File: src/rtl/escalonador_tempo.sv
// escalonador_tempo: round-robin owner of a shared seconds countdown timer.
// Synchronizes the 1 Hz square wave into the system clock domain, converts
// each rising edge into a one-cycle tick, and grants the timer to one of
// three requesters for a 1/2/4/8 tick interval, pulsing done on expiry.
//
//   state  | meaning
//   IDLE   | timer free; arbitrate pending requests round-robin
//   RUN    | timer owned by requester last_q; counting ticks down
//   DONE   | single cycle; done[last_q] pulses, no new grant issued
module escalonador_tempo #(
  parameter int N_REQ = 3  // the wrap-around arithmetic below assumes exactly 3
) (
  input  logic               clk,
  input  logic               rst_n,
  input  logic               clk_1s,
  input  logic [N_REQ-1:0]   req,
  input  logic [2*N_REQ-1:0] dur_sel,
  output logic [N_REQ-1:0]   gnt,
  output logic               busy,
  output logic [N_REQ-1:0]   done,
  output logic [3:0]         remaining
);

  typedef enum logic [1:0] {
    S_IDLE = 2'd0,
    S_RUN  = 2'd1,
    S_DONE = 2'd2
  } state_t;

  state_t      state_q, state_d;
  logic [1:0]  last_q, last_d;
  logic [3:0]  rem_q, rem_d;
  // sync_q[0] = first sync flop, [1] = second sync flop, [2] = previous value
  logic [2:0]  sync_q, sync_d;
  logic        tick;

  logic        win_vld;
  logic [1:0]  win_idx;
  logic [2:0]  rr_sum;
  logic [1:0]  rr_cand;
  logic [2:0]  last_oh;

  // Duration code to tick count: 00=2, 01=4, 10=8, 11=1.
  function automatic logic [3:0] dur_secs(input logic [1:0] code);
    case (code)
      2'b00:   return 4'd2;
      2'b01:   return 4'd4;
      2'b10:   return 4'd8;
      default: return 4'd1;
    endcase
  endfunction

  // Shift the async 1 Hz wave through the synchronizer and edge-detect flop.
  always_comb begin
    sync_d = {sync_q[1:0], clk_1s};
  end

  assign tick = sync_q[1] & ~sync_q[2];

  // Round-robin search starting after the previous winner: last+1, last+2, last.
  always_comb begin
    win_vld = 1'b0;
    win_idx = last_q;
    rr_sum  = 3'd0;
    rr_cand = 2'd0;
    for (int i = 1; i <= 3; i++) begin
      rr_sum  = {1'b0, last_q} + 3'(i);
      rr_cand = (rr_sum >= 3'd3) ? 2'(rr_sum - 3'd3) : rr_sum[1:0];
      if (!win_vld && req[rr_cand]) begin
        win_vld = 1'b1;
        win_idx = rr_cand;
      end
    end
  end

  // Next-state logic: grant in IDLE, count ticks (abort has priority) in RUN.
  always_comb begin
    state_d = state_q;
    last_d  = last_q;
    rem_d   = rem_q;
    case (state_q)
      S_IDLE: begin
        rem_d = 4'd0;
        if (win_vld) begin
          state_d = S_RUN;
          last_d  = win_idx;
          rem_d   = dur_secs(dur_sel[{win_idx, 1'b0} +: 2]);
        end
      end
      S_RUN: begin
        if (!req[last_q]) begin
          state_d = S_IDLE;
          rem_d   = 4'd0;
        end else if (tick) begin
          if (rem_q <= 4'd1) begin
            state_d = S_DONE;
            rem_d   = 4'd0;
          end else begin
            rem_d = rem_q - 4'd1;
          end
        end
      end
      S_DONE: begin
        state_d = S_IDLE;
        rem_d   = 4'd0;
      end
      default: begin
        state_d = S_IDLE;
        rem_d   = 4'd0;
      end
    endcase
  end

  // State, owner, countdown and synchronizer registers; sync chain resets high
  // so a wave already high at reset release does not produce a tick.
  always_ff @(posedge clk or negedge rst_n) begin
    if (!rst_n) begin
      state_q <= S_IDLE;
      last_q  <= 2'd2;
      rem_q   <= 4'd0;
      sync_q  <= 3'b111;
    end else begin
      state_q <= state_d;
      last_q  <= last_d;
      rem_q   <= rem_d;
      sync_q  <= sync_d;
    end
  end

  // Outputs decode straight from registered state and owner.
  always_comb begin
    last_oh   = 3'b001 << last_q;
    gnt       = (state_q == S_RUN)  ? last_oh : 3'b000;
    done      = (state_q == S_DONE) ? last_oh : 3'b000;
    busy      = (state_q != S_IDLE);
    remaining = rem_q;
  end

endmodule

File: config.mk
export PLATFORM = sky130hd
export DESIGN_NAME = escalonador_tempo
export DESIGN_NICKNAME = d
export VERILOG_FILES = /design/src/rtl/escalonador_tempo.sv
export SDC_FILE = /design/constraint.sdc
export NUM_CORES = 1
export LEC_CHECK = 0
export ABC_CLOCK_PERIOD_IN_PS = 5150
export BUFFER_PORTS_ARGS = -buffer_cell sky130_fd_sc_hd__buf_2
export CAP_MARGIN = 20
export CORE_MARGIN = 2
export CORE_UTILIZATION = 45
export CTS_CLUSTER_SIZE = 30
export DETAILED_ROUTE_END_ITERATION = 7
export PLACE_DENSITY = 0.69
export SYNTH_ARGS = -nofsm -noshare
export SYNTH_HDL_FRONTEND = slang
export SYNTH_SLANG_ARGS = --single-unit
File: constraint.sdc
create_clock -name clk -period 5.15 [get_ports clk]
set_clock_uncertainty 0.1 [all_clocks]
set_input_delay 1.03 -clock clk [delete_from_list [all_inputs] [get_ports clk]]
set_output_delay 1.03 -clock clk [all_outputs]
set_load 0.05 [all_outputs]
### Word level (Yosys, flattened, before mapping)

Index checks and enable logic that the tools add are counted.

* add/sub/neg operators: 7
* $lt $le $gt $ge: 8
* equality and inequality tests: 7
* shifts and indexed selects: 2
* multiplexer cells: 30
* bitwise operators: 2
* reduce and logical (&&, ||, !) cells: 9

Operators by type and width (number)
* 2-to-1 mux 2 bit: 10
* 2-to-1 mux 4 bit: 4
* < comparator 2 x 3 -> 1 bit, second input constant: 4
* case mux 4 bit (3 select lines): 1
* >= comparator 3 x 2 -> 1 bit, second input constant: 3
* binary-select mux 1 bit (select 2 bit): 4
* case mux 4 bit (2 select lines): 1
* 2-to-1 mux 1 bit: 7
* adder 2 x 2 -> 3 bit, second input constant: 2
* 2-to-1 mux 3 bit: 2
* != test 3 bit, second input constant: 2
* indexed part select 6 x 4 -> 2 bit: 1
* subtractor 2 bit, second input constant: 3
* == test 2 x 1 -> 1 bit, second input constant: 2
* == test 2 bit, second input constant: 2
* <= comparator 4 x 1 -> 1 bit, second input constant: 1
* zero test 2 bit: 2
* case mux 2 bit (2 select lines): 1
* subtractor 4 x 1 -> 4 bit, second input constant: 1
* adder 2 x 1 -> 3 bit, second input constant: 1
* AND reduction 3 bit: 1
* left shift 1 x 2 -> 3 bit, first input constant: 1
* logical AND 1 bit: 2
* zero test 1 bit: 2
* other kinds (5): 5

* flip-flop bits (word level): 11
* output and inout bits: 11

### Depth between registers and ports, before layout

* word-level depth: 17
* depth in mapped cells: 12

### Least setup slack after synthesis

No wires, ideal clock.

* kind: reg-to-reg
* start: register last_q[0]
* end: register rem_q[3], in the netlist remaining[3]
* setup time: 0.096 ns
* arrival: 2.936 ns
* slack: 2.018 ns
* cell stages (with the launch flop): 11
* buffers on the path: 2
* period minus slack after synthesis: 3.132 ns
* path through: dfrtp_1 clkbuf_1 inv_1 ha_1 buf_2 or3_1 and2_4 a211o_1 o21a_1 or4_4 a311oi_2

* cells in the longest elaborated chain, start to end: 17
* elaborated cells between the ends (all ways): 39
* classes of those cells: 6 x add/sub; 3 x order compare; 3 x eq/ne; 1 x shift; 21 x mux; 5 x reduce/logical

RTL lines
* start: declaration: line 31 `logic [1:0] last_q, last_d;`
* start signal: assignment: line 124 `last_q <= last_d;`
* adder 2 x 1 -> 3 bit: line 67 `rr_sum = {1'b0, last_q} + 3'(i);`
* >= comparator 3 x 2 -> 1 bit / subtractor 2 bit (equally long branches): line 68 `rr_cand = (rr_sum >= 3'd3) ? 2'(rr_sum - 3'd3) : rr_sum[1:0];`
* 2-to-1 mux 2 bit: line 68
* binary-select mux 1 bit (select 2 bit): line 69 `if (!win_vld && req[rr_cand]) begin`
* 2-to-1 mux 1 bit (implied by the code): line 69
* 2-to-1 mux 1 bit: line 69
* zero test 1 bit: line 69
* logical AND 1 bit: line 69
* 2-to-1 mux 1 bit: line 69
* zero test 1 bit: line 69
* logical AND 1 bit: line 69
* 2-to-1 mux 2 bit: line 69
* indexed part select 6 x 4 -> 2 bit: line 87 `rem_d = dur_secs(dur_sel[{win_idx, 1'b0} +: 2]);`
* == test 2 bit (tied with other cells): line 45 `case (code)`
* case mux 4 bit (3 select lines): line 45
* 2-to-1 mux 4 bit: line 84 `if (win_vld) begin`
* case mux 4 bit (2 select lines): line 81 `case (state_q)`
* end signal: assignment: line 125 `rem_q <= rem_d;`
* end: declaration: line 32 `logic [3:0] rem_q, rem_d;`

Parallel ways exist; a longest one is shown, timed or not. The select of a mux whose other input is x is not followed.
A chain may end at the register's enable or synchronous reset.

### Worst setup path in the final report

Same ends and word-level chain as after synthesis.

==> flow_summary.toml <==
[clock_tree]
h-tree-depth = 1
cts_hold_buf = 0
post_cts_buffers = 0
clkSinkCount = 11
cts.repair.resized = 0
cts_buffers = 3
root_buffer = "clkbuf_4"
clk_latency_ns = 0.27
cts_tree = "done"
clockBufferDepth = 2
path_clk_slew_ns = 0.08

[global_route]
met2_usage_pct = 25.11
grt-ovfl-total = 0
antenna_found_initial = 0
grt_pass1_vias = 773
busiest_layer = "met2"
grt_max_degree = 16
met1_usage_pct = 23.95
grt.total_usage_pct = 17.03
use_met3_pct = 3.801
grt_pass1_wl_mm = 3.360

[hold_path]
hp-class = "reg -> reg"

[floorplanning]
start_util_pct = 46.42
fp.dieW_um = 51.08
coreArea_um2 = 2148
io_pins = 23
die_area_um2 = 2609
die-height_um = 51.08
rows = 17

[synth]
synth_adder_area_share_pct = 10.04
synth.area.mux_share_pct = 8.030
yosysWarnings = 0
synth_cells = 120
synthesis.nets = 140
yosys.area_share.simple_pct = 30.11
synth_xor_area_share_pct = 0.8783
synth_cell_types = 41
ys_seq_area_share_pct = 28.11
synth-edff-count = 0
synthArstFlopShare_pct = 100.0
synth_top_family_by_area = "simple AND/OR/NAND/NOR gates"
synth_ff_type = "dfrtp_1"
synth_seq_cells = 11
synthesis.area_um2 = 997.2
synth_compound_area_share_pct = 18.95
avgSynthCellArea_um2 = 8.310

[pwr]
power.leakage_nw = 0.5607
fin_total_pwr_w = 0.0007904
vdd_drop_max_mv = 0.3306
power_density_nw_per_um2 = 688.2

[worst_setup_path]
crit_path_end_kind = "register"
crit_fanout = 15
critPathRequiredTime_ns = 5.23
worstSetupPathType = "reg -> reg"
cp_cell_sequence = "inv_1 -> ha_1 -> or3_1 -> and2_4 -> a211o_1 -> o21a_1 -> or4_4 -> a311oi_2"
cp-start-kind = "register"
cp_slowest_stage_delay_ns = 0.54
cp.arrival_ns = 3.51
slowest_stage = "ha_1"

[detailed_routing]
drt_first_pass_iters = 4
via_count = 927
first_iter_violations = 25
vias_per_cell = 5.485
wire_per_inst_um = 12.36
wirelength_mm = 2.089
drc = 0
ant_nets = 0

[placed_design]
dpl.hpwl_mm = 1.596
place_ws_ns = 1.764
post_dp_cell_area_um2 = 1122
io_buffers = 22
gp_congestion = 0.8034

[timing]
finalSetupViolCount = 0
layout_setup_ws_ns = 1.728
rsz0062_at_grt = "false"
whs_ns = 0.2621
min_period_over_period_pct = 66.46
hold_violations = 0
slew_headroom_pct = 59.20
fmax_ghz = 0.2922
finalMaxSlewViolations = 0
post-route-min-period_ns = 3.422
tns_ns = 0
tightest_slew_ns = 0.6107

[layout]
fin_nets = 162
drive_above_1_share_pct = 24.82
final_cell_mix = "22 x buf_2, 11 x nor2_1, 8 x mux2i_1, 8 x nand2_1, 8 x ha_1"
antennaDiodeCount = 0
final_common_cell = "buf_2"
areaGrowthSynthToFinish_pct = 15.18
stdcell_area_um2 = 1149
fillCellCount = 209

[job]
maxCapViolCount = 0

[status]
status = "finished clean"
cell families (layout without fill, tap and decap cells):
| kind of cell | Yosys count | after routing |
|---|---|---|
| simple gates | 54 | 54 |
| compound gates | 28 | 28 |
| flops | 11 | 11 |
| buf+inv | 10 | 31 |
| fa+ha+maj | 8 | 8 |
| mux | 8 | 8 |
| xor+xnor | 1 | 1 |
worst max-delay path: cells and delay by family (launching register included):
kind                     cells  cell delay (ns)
flip-flops                   1             0.53
buffers and inverters        1             0.22
AND/OR/NAND/NOR              3             1.11
adder cells (fa/ha/maj)      1             0.54
AO/OA/AOI/OAI                3             0.82
cells in the mapped netlist (2+ instances only):
master / number / area share, %
a21o_1: 2 / 1.5
a21oi_1: 7 / 3.5
a31oi_1: 2 / 1.3
and2_1: 6 / 3.8
and3_1: 2 / 1.3
clkbuf_1: 4 / 1.5
dfrtp_1: 7 / 18
dfstp_2: 4 / 11
ha_1: 8 / 10
inv_1: 5 / 1.9
mux2i_1: 8 / 8.0
nand2_1: 8 / 3.0
nand2b_1: 2 / 1.3
nand3_1: 2 / 1.0
nand3b_1: 3 / 2.3
nor2_1: 11 / 4.1
nor2b_1: 3 / 1.9
nor3_1: 5 / 2.5
o211ai_1: 3 / 2.3
o21ai_0: 2 / 1.0
o21ai_1: 3 / 1.5
o21bai_1: 2 / 1.5
or3_1: 2 / 1.3
or4_1: 2 / 1.5
registers in the layout, indices dropped and copies added, names as in the netlist:
register and flops:
remaining 4, sync_q 3, last_q 2, state_q 2
stage by stage:
stage	cells	utilization, %
6_report	169	53.47
5_1_grt	169	53.47
4_1_cts	169	53.47
3_5_place_dp	165	52.24
3_3_place_gp	165	52.24
2_1_floorplan	120	-
path summary, 6_finish.rpt:
kind | start | to | slack, ns | depth (start not counted)
max | last_q[0] | remaining[3] | 1.73 | 8
min | sync_q[0] | sync_q[1] | 0.26 | 0
max reg2reg | last_q[0] | remaining[3] | 1.73 | 8
min reg2reg | sync_q[0] | sync_q[1] | 0.26 | 0
max in group asynchronous | rst_n | sync_q[0] | 4.16 | 1
min in group asynchronous | rst_n | remaining[0] | 0.52 | 1
metal layers:
| metal | part of all wire, % | vias up |
|---|---|---|
| met5 | 0 | - |
| met4 | 0.91 | 0 |
| met3 | 4.2 | 2 |
| met2 | 44 | 27 |
| met1 | 51 | 425 |
| li1 | - | 473 |
area by class of cell:
cell class,instances,area (um2),share of cell area [%]
clock buffer,4,26.28,2.288
multi-input combinational,99,678.2,59.04
tap,28,35.03,3.050
sequential,11,280.3,24.40
timing repair buffer,22,110.1,9.586
inverter,5,18.77,1.634
power by group:
part	internal (W)	switching [W]
Clock	0.0000300	0.0000295
Combinational	0.000216	0.000364
Sequential	0.000118	0.0000332
Total	0.000364	0.000426
Note: power is estimated with default switching activity, not from simulation.
